### src/rtl/gt_cache_pkg.sv
// Shared types and constants for the direct-mapped + victim cache controller.
package gt_cache_pkg;

    localparam int ADDR_W   = 32;
    localparam int LINE_W   = 256;
    localparam int OFFSET_W = 5;

    // Byte-offset bits inside one cache line
    localparam logic [ADDR_W-1:0] OFFSET_MASK = ADDR_W'((1 << OFFSET_W) - 1);

    typedef enum logic [2:0] {
        IDLE,
        LOOKUP,
        SWAP,
        WB_REQ,
        FETCH_REQ,
        FETCH_WAIT,
        FILL,
        RESP
    } state_t;

    // Clear the byte-offset bits so the address points at the start of its line
    function automatic logic [ADDR_W-1:0] line_align(input logic [ADDR_W-1:0] addr);
        return addr & ~OFFSET_MASK;
    endfunction

endpackage

### src/rtl/gt_sat_counter.sv
// Saturating event counter, cleared only by reset.
module gt_sat_counter #(
    parameter int CNT_W = 32
) (
    input  logic             CLK,
    input  logic             RST_N,
    input  logic             inc,
    output logic [CNT_W-1:0] value
);

    localparam logic [CNT_W-1:0] CNT_MAX = '1;
    localparam logic [CNT_W-1:0] CNT_ONE = CNT_W'(1);

    logic [CNT_W-1:0] value_reg;

    // Count up on inc, holding at the all-ones ceiling
    always_ff @(posedge CLK or negedge RST_N) begin
        if (!RST_N) begin
            value_reg <= '0;
        end else if (inc && (value_reg != CNT_MAX)) begin
            value_reg <= value_reg + CNT_ONE;
        end
    end

    assign value = value_reg;

endmodule

### src/rtl/gt_miss_ctrl.sv
// Lookup / swap / writeback / fetch sequencer for a direct-mapped cache
// backed by a victim cache, with hit and miss statistics.
module gt_miss_ctrl
    import gt_cache_pkg::*;
#(
    parameter int CNT_W = 32
) (
    input  logic              CLK,
    input  logic              RST_N,
    input  logic              req_valid,
    input  logic [ADDR_W-1:0] req_addr,
    output logic              req_ready,
    output logic [ADDR_W-1:0] lookup_addr,
    input  logic              dm_hit,
    input  logic              vc_hit,
    input  logic              vc_evict_dirty,
    input  logic [ADDR_W-1:0] vc_evict_addr,
    input  logic [LINE_W-1:0] vc_evict_data,
    output logic              swap_en,
    output logic              mem_req_valid,
    input  logic              mem_req_ready,
    output logic              mem_req_we,
    output logic [ADDR_W-1:0] mem_req_addr,
    output logic [LINE_W-1:0] mem_req_data,
    input  logic              mem_rsp_valid,
    input  logic [LINE_W-1:0] mem_rsp_data,
    output logic              fill_valid,
    output logic [ADDR_W-1:0] fill_addr,
    output logic [LINE_W-1:0] fill_data,
    output logic              resp_valid,
    output logic              resp_hit,
    output logic [CNT_W-1:0]  hit_cnt,
    output logic [CNT_W-1:0]  miss_cnt
);

    state_t            state_reg;
    state_t            state_next;
    logic [ADDR_W-1:0] lookup_addr_reg;
    logic [ADDR_W-1:0] evict_addr_reg;
    logic [LINE_W-1:0] evict_data_reg;
    logic [LINE_W-1:0] fill_data_reg;
    logic              resp_hit_reg;
    logic              hit_inc;
    logic              miss_inc;

    // State register; reset aborts any transaction in flight
    always_ff @(posedge CLK or negedge RST_N) begin
        if (!RST_N) begin
            state_reg <= IDLE;
        end else begin
            state_reg <= state_next;
        end
    end

    // Next-state decode; a direct-map hit wins over a victim hit
    always_comb begin
        state_next = state_reg;
        case (state_reg)
            IDLE:       if (req_valid) state_next = LOOKUP;
            LOOKUP: begin
                if (dm_hit)              state_next = RESP;
                else if (vc_hit)         state_next = SWAP;
                else if (vc_evict_dirty) state_next = WB_REQ;
                else                     state_next = FETCH_REQ;
            end
            SWAP:       state_next = RESP;
            WB_REQ:     if (mem_req_ready) state_next = FETCH_REQ;
            FETCH_REQ:  if (mem_req_ready) state_next = FETCH_WAIT;
            FETCH_WAIT: if (mem_rsp_valid) state_next = FILL;
            FILL:       state_next = RESP;
            RESP:       state_next = IDLE;
            default:    state_next = IDLE;
        endcase
    end

    // Latch request address, lookup outcome, evicted victim line and fetched line
    always_ff @(posedge CLK or negedge RST_N) begin
        if (!RST_N) begin
            lookup_addr_reg <= '0;
            evict_addr_reg  <= '0;
            evict_data_reg  <= '0;
            fill_data_reg   <= '0;
            resp_hit_reg    <= 1'b0;
        end else begin
            if ((state_reg == IDLE) && req_valid) begin
                lookup_addr_reg <= req_addr;
            end
            if (state_reg == LOOKUP) begin
                resp_hit_reg <= dm_hit | vc_hit;
                if (!dm_hit && !vc_hit) begin
                    evict_addr_reg <= vc_evict_addr;
                    evict_data_reg <= vc_evict_data;
                end
            end
            if ((state_reg == FETCH_WAIT) && mem_rsp_valid) begin
                fill_data_reg <= mem_rsp_data;
            end
        end
    end

    // Moore outputs decoded from the current state and latched registers
    always_comb begin
        req_ready     = 1'b0;
        swap_en       = 1'b0;
        mem_req_valid = 1'b0;
        mem_req_we    = 1'b0;
        mem_req_addr  = '0;
        mem_req_data  = '0;
        fill_valid    = 1'b0;
        resp_valid    = 1'b0;
        case (state_reg)
            IDLE:      req_ready = 1'b1;
            SWAP:      swap_en   = 1'b1;
            WB_REQ: begin
                mem_req_valid = 1'b1;
                mem_req_we    = 1'b1;
                mem_req_addr  = line_align(evict_addr_reg);
                mem_req_data  = evict_data_reg;
            end
            FETCH_REQ: begin
                mem_req_valid = 1'b1;
                mem_req_addr  = line_align(lookup_addr_reg);
            end
            FILL:      fill_valid = 1'b1;
            RESP:      resp_valid = 1'b1;
            default:   ;
        endcase
    end

    assign lookup_addr = lookup_addr_reg;
    assign fill_addr   = line_align(lookup_addr_reg);
    assign fill_data   = fill_data_reg;
    assign resp_hit    = resp_hit_reg;

    // Victim hits count as hits: the line is still served from the cache
    assign hit_inc  = (state_reg == LOOKUP) && (dm_hit || vc_hit);
    assign miss_inc = (state_reg == LOOKUP) && !dm_hit && !vc_hit;

    gt_sat_counter #(.CNT_W(CNT_W)) u_hit_cnt (
        .CLK   (CLK),
        .RST_N (RST_N),
        .inc   (hit_inc),
        .value (hit_cnt)
    );

    gt_sat_counter #(.CNT_W(CNT_W)) u_miss_cnt (
        .CLK   (CLK),
        .RST_N (RST_N),
        .inc   (miss_inc),
        .value (miss_cnt)
    );

endmodule

### config.mk
export PLATFORM = sky130hd
export DESIGN_NAME = gt_miss_ctrl
export DESIGN_NICKNAME = d
export VERILOG_FILES = /design/src/rtl/gt_cache_pkg.sv /design/src/rtl/gt_sat_counter.sv /design/src/rtl/gt_miss_ctrl.sv
export SDC_FILE = /design/constraint.sdc
export NUM_CORES = 1
export LEC_CHECK = 0
export CAP_MARGIN = 20
export CORE_AREA = 5 5 487 489
export DETAILED_ROUTE_END_ITERATION = 7
export DIE_AREA = 0 0 492 494
export PLACE_DENSITY = 0.41
export REMOVE_ABC_BUFFERS = 1
export SLEW_MARGIN = 10
export SYNTH_ARGS = -nofsm -noshare
export SYNTH_HDL_FRONTEND = slang
export SYNTH_SLANG_ARGS = --single-unit
### constraint.sdc
create_clock -name CLK -period 5 [get_ports CLK]
set_input_delay 1 -clock CLK [delete_from_list [all_inputs] [get_ports CLK]]
set_output_delay 1 -clock CLK [all_outputs]
set_load 0.01 [all_outputs]
* Yosys cells after proc, flatten, opt, wreduce, memory -nomap -nowiden
Index checks and enable logic that the tools add are counted.
Word-level totals: bits in registers 644, output and inout port bits 679, input bits 584, logic and storage cells 56
Cells by class: equality and inequality tests 13, add/subtract/negate cells 2, bitwise operators 1, reduce and logical (&&, ||, !) cells 16, mux-type cells 16
Operator list (number):
- 256-bit two-way mux | 1
- 32-bit by 1-bit adder with 32-bit output (second input constant) | 2
- 32-bit inequality test (second input constant) | 2
- 32-bit case mux with 2 select lines | 1
- 3-bit two-way mux | 7
- 3-bit case mux with 7 select lines | 1
- 3-bit equality test (second input constant) | 4
- 1-bit logical AND | 8
- 2-bit inequality test (second input constant) | 4
- 3-bit by 2-bit equality test with 1-bit output (second input constant) | 2
- 1-bit two-way mux | 6
- 4-bit AND reduction | 1
- 2-bit OR reduction | 2
- 3-bit by 1-bit equality test with 1-bit output (second input constant) | 1
- 3-bit zero test | 1
- 1-bit zero test | 2
- 2-bit AND reduction | 1
- 1-bit logical OR | 1
- 1-bit bitwise OR | 1

* Longest topological paths before layout
depth after elaboration 4, mapped depth 7, gate-level depth less buffers 6

* Cells and area by module
Synthesis repeated with hierarchy kept, for this count alone.
Unflattened totals: cell total of the unflattened synthesis 1894, area total of the unflattened synthesis 26808.2 um^2
Modules (own cells, without submodules):
- gt_miss_ctrl | seq. area each 14388.8 um^2, area an instance 23661.4 um^2, cells an instance 1603, instances 1
- gt_sat_counter (u_hit_cnt) | seq. area each 800.8 um^2, area an instance 1624.1 um^2, cells an instance 151, instances 1
- gt_sat_counter (u_miss_cnt) | seq. area each 800.8 um^2, area an instance 1522.7 um^2, cells an instance 140, instances 1

* Least setup slack after synthesis
Ideal clock, no wire load.
path type flip-flop to output port, start point register state_reg[0], end point output port mem_req_addr[11], path slack 2.175 ns, cell stages (with the launch flop) 7, required time 4.000 ns, data arrival time 1.825 ns, buffers on the path 3, path through dfrtp_1 > buf_2 > inv_2 > nor3b_1 > clkbuf_1 > clkbuf_1 > a22o_1
Between the ends: longest elaborated chain between the ends 2, elaborated cells on any way between the ends 3, classes of those cells eq/ne (2); mux (1)
Ends and longest elaborated chain:
- start, declared | RTL line gt_miss_ctrl.sv:36 | state_t state_reg;
- start signal, assigned | RTL line gt_miss_ctrl.sv:51 | state_reg <= state_next;
- 3-bit equality test / 3-bit by 2-bit equality test with 1-bit output (equally long branches) | RTL line gt_miss_ctrl.sv:111 | case (state_reg)
- 32-bit case mux with 2 select lines (*) | RTL line gt_miss_ctrl.sv:111
- end, declared | RTL line gt_miss_ctrl.sv:23 | output logic [ADDR_W-1:0] mem_req_addr,
Mark *: on every way between the ends. The rest lies on a longest branch, timed or not.

* Worst setup path in the final report
start point register state_reg[0], end point output port mem_req_data[207]
Between the ends: longest elaborated chain between the ends 2
Ends and longest elaborated chain:
- 3-bit by 2-bit equality test with 1-bit output | RTL line gt_miss_ctrl.sv:111
- 256-bit two-way mux | RTL line gt_miss_ctrl.sv:111
- end, declared | RTL line gt_miss_ctrl.sv:24 | output logic [LINE_W-1:0] mem_req_data,
Every way passes these cells.

==> flow_metrics.py <==
metrics = {
    "yosys": {
        "synth_xor_area_share_pct": 1.91,
        "synth_ff_type": "dfrtp_1",
        "muxShareOfSynthArea_pct": 24.4,
        "async_flop_share_pct": 100,
        "syn_area_um2": 26700,
        "ys_types": 49,
        "synth_top_family_by_area": "multiplexers",
        "synth-simple-area-share_pct": 9.59,
        "ys_seq_area_share_pct": 60.0,
        "avgSynthCellArea_um2": 14.0,
        "synth_common_cells": "dfrtp_1 (639), mux2_2 (556), and2_1 (260), clkbuf_1 (91), xnor2_1 (40)",
        "synth_fa_ha_area_share_pct": 0.0939,
        "synth_compound_area_share_pct": 1.46,
        "synth_edf_count": 0,
        "synth.top_cell.area_share_pct": 60.0,
        "netlist_instances": 1903,
        "ys_ff_latch": 639,
        "yosysMostFrequentCell": "dfrtp_1",
        "yosys_warnings": 0,
        "synth_top_area_cell": "dfrtp_1",
        "synthTopCellsByArea": "dfrtp_1 (60%), mux2_2 (23%), and2_1 (6.1%)",
    },
    "placed_design": {
        "placedCellCount": 6105,
        "gp_congestion": 0.855,
        "portBuffers": 1247,
        "post-place-ws_ns": 1.36,
        "hpwl_mm": 127,
    },
    "route": {
        "route.met3.wl_mm": 19.8,
        "drt_iter0_drc": 874,
        "routedWlPerCell_um": 24.9,
        "wirelength_mm": 157,
        "drc": 0,
        "met1_length_mm": 57.8,
        "route.met2.wl_mm": 73.9,
        "dr.pass1.iters": 4,
        "dr.max_layer_used": "met5",
        "antenna_left": 0,
        "via_count": 20900,
        "avgViaCountPerCell": 3.32,
    },
    "clocking": {
        "clock_latency_ns": 0.71,
        "cts_hold_buf": 0,
        "cts_buffer_depth": 3,
        "cts_htree_levels": 3,
        "post-cts-setup-buffers": 0,
        "cts_resized": 0,
        "numCtsBuffers": 91,
        "cts_tree": "built",
        "cts_root_buf": "clkbuf_16",
        "cts.sinks": 639,
        "clk_pin_slew_worst_paths_ns": 0.06,
    },
    "die": {
        "fp.dieH_um": 494,
        "ios": 1263,
        "start_util_pct": 11.5,
        "coreArea_um2": 232000,
        "num_rows": 177,
        "die_area_um2": 243000,
        "die-width_um": 492,
    },
    "sta": {
        "finalCritPeriodShare_pct": 86.3,
        "slew_headroom_pct": 26.0,
        "fin_ws_ns": 0.683,
        "whs_ns": 0.325,
        "worst_pin_slew_ns": 1.11,
        "finalCriticalPeriod_ns": 4.32,
        "maxSlewViolCount": 0,
        "setup_violations": 0,
        "finalHoldViolCount": 0,
        "rsz0062_at_grt": "no",
        "fmax_mhz": 232,
        "fin_setup_tns_ns": 0,
        "finClkSkew_ns": 0.0407,
    },
    "finish": {
        "multiInputGateArea_um2": 10000,
        "syn_to_final_growth_pct": 72.6,
        "stdcell_count": 6292,
        "final_util_pct": 19.8,
        "seq_area_um2": 16000,
        "drive_gt1_share_pct": 23.6,
        "finalNetCount": 3742,
        "nFillCells": 25200,
    },
    "critical_path": {
        "arrival_ns": 3.32,
        "worstPathMaxFanout": 107,
        "crit_type": "register to output pin",
        "start_kind": "register",
        "cp.required_ns": 4.00,
        "cp-end-kind": "output pin",
    },
    "global_routing": {
        "grt_pass1_wl_mm": 206,
        "track_usage_pct": 12.4,
        "grt_pass1_vias": 22100,
        "antenna_found_initial": 103,
        "grt_overflow_total": 0,
        "grt_max_degree": 150,
    },
    "pwr": {
        "p_sw_share_pct": 33.1,
        "leakagePower_nw": 18.3,
        "clock_power_share_pct": 26.1,
        "intPower_mw": 17.4,
        "sequentialPowerShare_pct": 36.1,
        "power_density_nw_per_um2": 566,
        "ir_worst_vdd_mv": 0.337,
        "switching_power_mw": 8.61,
        "pwr-share-comb_pct": 37.9,
    },
    "status": {
        "status": "finished clean",
    },
    "worst_hold_path": {
        "hold_class": "primary input to async pin",
    },
    "job": {
        "max-cap-violations": 0,
    },
}
## per-stage QoR
stage	power, mW	instance area [um^2]
3_5_place_dp	19.6	42800
3_3_place_gp	19.5	42800
2_1_floorplan	13.4	26000
4_1_cts	26.7	46000
6_report	26.1	46000
5_1_grt	27.6	46000
## critical path, cell delays in order (launching register included)
cell	delay [ns]
dfrtp_1	0.58
inv_2	0.12
nor3b_2	0.27
buf_12	0.21
buf_12	0.31
and2_1	0.33
clkdlybuf4s50_1	0.63
## final timing paths
path | slack [ns] | cells past startpoint | end | start
worst max-delay path | 0.68 | 6 | mem_req_data[207] | state_reg[0]
worst max register to register | 2.09 | 5 | u_miss_cnt.value[30] | state_reg[0]
max in group asynchronous | 3.39 | 2 | evict_data_reg[44] | RST_N
worst min register to register | 0.49 | 1 | evict_data_reg[152] | evict_data_reg[152]
worst min-delay path | 0.33 | 1 | fill_data[205] | RST_N
min in group CLK | 0.49 | 1 | evict_data_reg[152] | evict_data_reg[152]
## cells in the final DEF (no fill, tap or decap), drive strengths merged, types with 3 or more instances in the layout
cell type	count
nand4	25
clkdlybuf4s50	1246
or3	3
and2	260
and3	11
nor4	9
bufinv	6
or4	3
nor2	26
nor3b	4
xor2	18
xnor2	40
clkinvlp	4
dfrtp	639
and4	3
nand3	26
diode	19
inv	12
nor3	16
mux2	576
conb	10
buf	44
clkinv	15
nand2	36
clkbuf	137
a21oi	7
a22o	27
## area by class of cell
type,count,share of cell area [%]
Timing Repair Buffer,1290,28.2
Clock inverter,30,0.843
Sequential cell,639,34.8
Tap cell,3043,8.28
Antenna cell,19,0.103
Inverter,7,0.0571
Multi-Input combinational cell,1127,21.8
Clock buffer,137,5.96
## power by group through the flow
stage | Clock, mW | Sequential, mW | Combinational [mW]
4_1_cts | 7.11 | 9.46 | 10.1
3_5_place_dp | 0 | 9.50 | 10.1
6_report | 6.79 | 9.39 | 9.87
5_1_grt | 7.29 | 9.69 | 10.6
3_3_place_gp | 0 | 9.43 | 10.1
2_1_floorplan | 0 | 9.26 | 4.10
## cell families (layout without fill, tap and decap cells)
| family | Yosys count | after routing |
|---|---|---|
| XOR/XNOR | 58 | 58 |
| flip-flops | 639 | 639 |
| multiplexers | 577 | 577 |
| other | 1 | 29 |
| buffers and inverters | 146 | 1464 |
| AND/OR/NAND/NOR | 433 | 433 |
| AO/OA/AOI/OAI | 47 | 47 |
| adder cells (fa/ha/maj) | 2 | 2 |
## per-layer routing
metal,up-vias,GRT usage [%]
li1,9085,-
met1,10300,13.5
met2,1119,20.4
met3,273,7.18
met4,60,3.70
met5,-,0
(Power assumes the default switching activity.)
==> RTL change 1 (same flow settings) <==
Re-encode `state_t` (8 states) as Gray code, 3 bits wide.
--- a/src/rtl/gt_cache_pkg.sv
+++ b/src/rtl/gt_cache_pkg.sv
@@ -10,12 +10,12 @@
 
     typedef enum logic [2:0] {
-        IDLE,
-        LOOKUP,
-        SWAP,
-        WB_REQ,
-        FETCH_REQ,
-        FETCH_WAIT,
-        FILL,
-        RESP
+        IDLE       = 3'b000,
+        LOOKUP     = 3'b001,
+        SWAP       = 3'b011,
+        WB_REQ     = 3'b010,
+        FETCH_REQ  = 3'b110,
+        FETCH_WAIT = 3'b111,
+        FILL       = 3'b101,
+        RESP       = 3'b100
     } state_t;
 
Formal check against the unedited RTL: same outputs for any inputs over 4 cycles, from zero or initial values and one cycle with RST_N low; so few cycles prove little.
==> RTL change 1 against the original RTL <==
- wire length grew 10%
- critical path type unchanged
- largest power group unchanged
- clock power is 6.9% lower
- power is 6.1% lower
- setup slack lost 100 ps
- non-clock buffer count fell by 14
- sequential share of layout area grew 0.23 points
- sequential cell count unchanged
- final area is 0.63% lower
- utilization shrank 0.13 points
- synthesized area increased by 0.76%
==> RTL change 1: results (changes against the original RTL) <==
stage,metric,value,unit,change
pwr,logic gate share of total power,0.371,,-0.008
detailed_routing,Met1 Routed Length,64460,um,+11%
final_layout,layout net count,3741,,-0.027%
critical_path,signal arrival time at the worst endpoint,3420,ps,+100 ps
placed_design,post-detailed-placement cell area,42830,sq um,about the same
global_routing,wire length of the first global-routing pass,223400,um,+8.2%
final_layout,proportion of cell area occupied by registers,0.3499,,+0.002300
global_routing,met1 layer usage reported by global route,0.1498,,+0.01514
final_layout,"count of placed standard cells in the final layout, fillers left out",6282,,-0.16%
yosys,part of the Yosys area used for sequential elements,0.5953,,-0.004526
yosys,library cells used by synthesis,46,,-6.1%
placed_design,dpl cells,6110,,+0.082%
final_layout,final core area utilization,0.1972,,-0.001257
sta,worst hold margin,318.8,ps,-6.305 ps
global_routing,global-route track usage on met3,0.08425,,+0.01249
critical_path,reg-to-reg critical path startpoint,state_reg[2]$_DFFE_PN0P_,,
sta,clock skew,36.37,ps,-4.355 ps
final_layout,non-clock buffer count in the final layout,1276,,-1.1%
detailed_routing,sum of met2 wire segment lengths after detailed routing,81430,um,+10%
global_routing,fraction of met2 tracks used by global routing,0.2286,,+0.02466
final_layout,diode count,21,,+2
final_layout,inverter count of the layout excluding clock inverters,6,,-1
pwr,P_seq,0.00906,W,-3.5%
pwr,internal portion of total power,0.01631,W,-6.5%
critical_path,setup slack of the worst register-to-register path,2020,ps,-70 ps
placed_design,post-placement worst setup slack,1297,ps,-58.00 ps
critical_path,launch point of the critical path,state_reg[1]$_DFFE_PN0P_,,
critical_path,capture instance of the worst register-to-register path,u_miss_cnt.value[1]$_DFFE_PN0P_,,
sta,slew of the pin with the lowest slew margin,1041,ps,-68.49 ps
detailed_routing,DRC violation total after the first TritonRoute iteration,839,,-4.0%
final_layout,final-layout non-clock buffer area share,0.2815,,-0.0004461
final_layout,fraction of final layout cells sized beyond drive strength 1,0.2334,,-0.002539
pwr,sequential group share of total power,0.371,,+0.010
detailed_routing,Detailed Routing Iterations Pass 1,5,,+1
outcome,outcome,finished clean,,
## RTL change 1: changes by cell type in the layout (fill, tap and decap cells not counted), moves of 8 or more
cell                       delta
sky130_fd_sc_hd__buf_4       -13
sky130_fd_sc_hd__mux2_1      -20
sky130_fd_sc_hd__xor2_1       +8
sky130_fd_sc_hd__nand3_1      +8
sky130_fd_sc_hd__a22o_1      -27
sky130_fd_sc_hd__nor2_1      +20
sky130_fd_sc_hd__mux2_2      +20
sky130_fd_sc_hd__nor3_1      +11
sky130_fd_sc_hd__mux2i_1     +26
sky130_fd_sc_hd__clkbuf_8    -12
## RTL change 1: cell families after synthesis
group | share of synthesized area
XOR/XNOR | 0.01956
AO/OA/AOI/OAI | 0.004145
adder cells (fa/ha/maj) | 0.0009314
buffers and inverters | 0.02911
multiplexers | 0.2515
other | 0.0001396
flip-flops | 0.5953
AND/OR/NAND/NOR | 0.09931
==> RTL change 2 (same flow settings) <==
Without the edit above. `CNT_W` is set to 32 in 2 places; all go to 16.
--- a/src/rtl/gt_sat_counter.sv
+++ b/src/rtl/gt_sat_counter.sv
@@ -1,5 +1,5 @@
 // Saturating event counter, cleared only by reset.
 module gt_sat_counter #(
-    parameter int CNT_W = 32
+    parameter int CNT_W = 16
 ) (
     input  logic             CLK,
--- a/src/rtl/gt_miss_ctrl.sv
+++ b/src/rtl/gt_miss_ctrl.sv
@@ -4,5 +4,5 @@
     import gt_cache_pkg::*;
 #(
-    parameter int CNT_W = 32
+    parameter int CNT_W = 16
 ) (
     input  logic              CLK,
Interface: changed (resized hit_cnt and miss_cnt); port bits go from 1263 to 1231. The function was not compared with the original's and may differ.
==> RTL change 2 against the original RTL <==
- wire length increased by 8.6%
- final area is 3.5% lower
- critical path type unchanged
- setup slack got worse by 74 ps
- synthesized area is 3.6% lower
- count of clock-buffer cells in the layout is 17 lower
- sequential cell count fell by 32
- largest power group unchanged
- final cell count decreased by 2.8%
- via count decreased by 4.4%
- highest routed layer unchanged
- power down 2.8%
==> RTL change 2: results (changes against the original RTL) <==
stage,metric,value,unit,change
detailed_routing,Detailed Routing Iterations Pass 1,5,,+1
critical_path,capture instance of the worst register-to-register path,lookup_addr[12]$_DFFE_PN0P_,,
critical_path,launch point of the critical path,state_reg[2]$_DFFE_PN0P_,,
global_routing,maximum number of pins on one net before global-route repair,99,,-34%
critical_path,setup slack of the worst register-to-register path,2600,ps,+510 ps
yosys,cells taking the most area after synthesis,"sky130_fd_sc_hd__dfrtp_1, sky130_fd_sc_hd__mux2_2, sky130_fd_sc_hd__and2_1, sky130_fd_sc_hd__mux2_4, sky130_fd_sc_hd__buf_4",,
global_routing,number of global-route vias before repair,20903,,-5.3%
outcome,outcome,finished clean,,
critical_path,Worst Reg2Reg Path Length in Cells,4,,-1
pwr,Leakage,18.02,nW,-1.6%
pwr,Max VDD drop,263.4,uV,-22%
global_routing,number of antenna violations at the first check in global routing,201,,+95%
yosys,mean post-synth cell area,14.70,sq um,+5.0%
final_layout,"count of placed standard cells in the final layout, fillers left out",6114,,-2.8%
placed_design,dpl cells,5925,,-2.9%
sta,worst hold margin,323.6,ps,-1.503 ps
yosys,part of the Yosys area used for sequential elements,0.5910,,-0.008819
detailed_routing,DR vias,19959,,-4.4%
detailed_routing,DRC violation total after the first TritonRoute iteration,883,,+1.0%
clock_tree,clock buffers created by TritonCTS,84,,-7.7%
final_layout,fraction of final layout cells sized beyond drive strength 1,0.2554,,+0.01944
placed_design,post-placement worst setup slack,1378,ps,+22.55 ps
placed_design,detailed placement HPWL,142700,um,+13%
detailed_routing,average wire per cell in the routed design,27.85,um,+12%
yosys,library cells used by synthesis,45,,-8.2%
placed_design,final RePlAce weighted congestion,0.8589,,+0.43%
global_routing,wire length of the first global-routing pass,218000,um,+5.6%
final_layout,FILL cells,25287,,+0.33%
yosys,list of most frequent post-synthesis cells,"sky130_fd_sc_hd__dfrtp_1, sky130_fd_sc_hd__mux2_2, sky130_fd_sc_hd__and2_1, sky130_fd_sc_hd__mux2_4, sky130_fd_sc_hd__buf_2",,
[RTL change 2: layer usage]
| layer | vias up | GRT usage | share of wire |
|---|---|---|---|
| met3 | 318 | 0.1084 | 0.17 |
| met2 | 1075 | 0.2119 | 0.45 |
| li1 | 8523 | - | - |
| met4 | 182 | 0.02694 | 0.021 |
| met5 | - | 0 | 0.0068 |
| met1 | 9861 | 0.1418 | 0.36 |
[RTL change 2: stage by stage]
| step | power, W | area (sq um) |
|---|---|---|
| after floorplan | 0.01336 | 24910 |
| final | 0.02533 | 44410 |
| after global routing | 0.02682 | 44340 |
| after CTS | 0.02610 | 44320 |
| after detailed placement | 0.01942 | 41460 |
| after global placement | 0.01936 | 41440 |
[RTL change 2: worst max-delay path by stage]
stage                                            end  slack, ps  cells past startpoint
after floorplan             fill_data[0]$_DFFE_PN0P_      -5720                      2
after global placement    fill_data[106]$_DFFE_PN0P_       1120                      5
after detailed placement           mem_req_data[202]       1380                      6
after CTS                          mem_req_data[202]        530                      6
after global routing               mem_req_data[202]        420                      6
final                              mem_req_data[202]        610                      6
[RTL change 2: area by class of cell]
| type | instances | area [sq um] | area share |
|---|---|---|---|
| Clock buffer | 120 | 2377 | 0.05353 |
| Antenna cell | 36 | 90.09 | 0.002028 |
| Timing Repair Buffer | 1266 | 12720 | 0.2864 |
| Clock inverter | 33 | 488.0 | 0.01099 |
| Tap cell | 3043 | 3807 | 0.08573 |
| Sequential cell | 607 | 15190 | 0.3420 |
| Inverter | 3 | 11.26 | 0.0002535 |
| Multi-Input combinational cell | 1006 | 9729 | 0.2191 |
[RTL change 2: power breakdown]
part / total (W) / internal (W) / switching, W
clock: 0.00633 / 0.00371 / 0.00263
combinational: 0.0101 / 0.00584 / 0.00423
sequential: 0.00893 / 0.00733 / 0.00160
[RTL change 2: cell families after synthesis]
kind of cell               count (synthesis)  synth area share
other                                      1         0.0001459
adders and majority gates                  2         0.0009735
xor gates and xnor gates                  23          0.007837
DFF                                      607            0.5910
buffers and inverters                    144           0.03247
AOI/OAI and AO/OA                         39           0.01251
and+or+nand+nor                          352           0.08655
muxes                                    580            0.2685
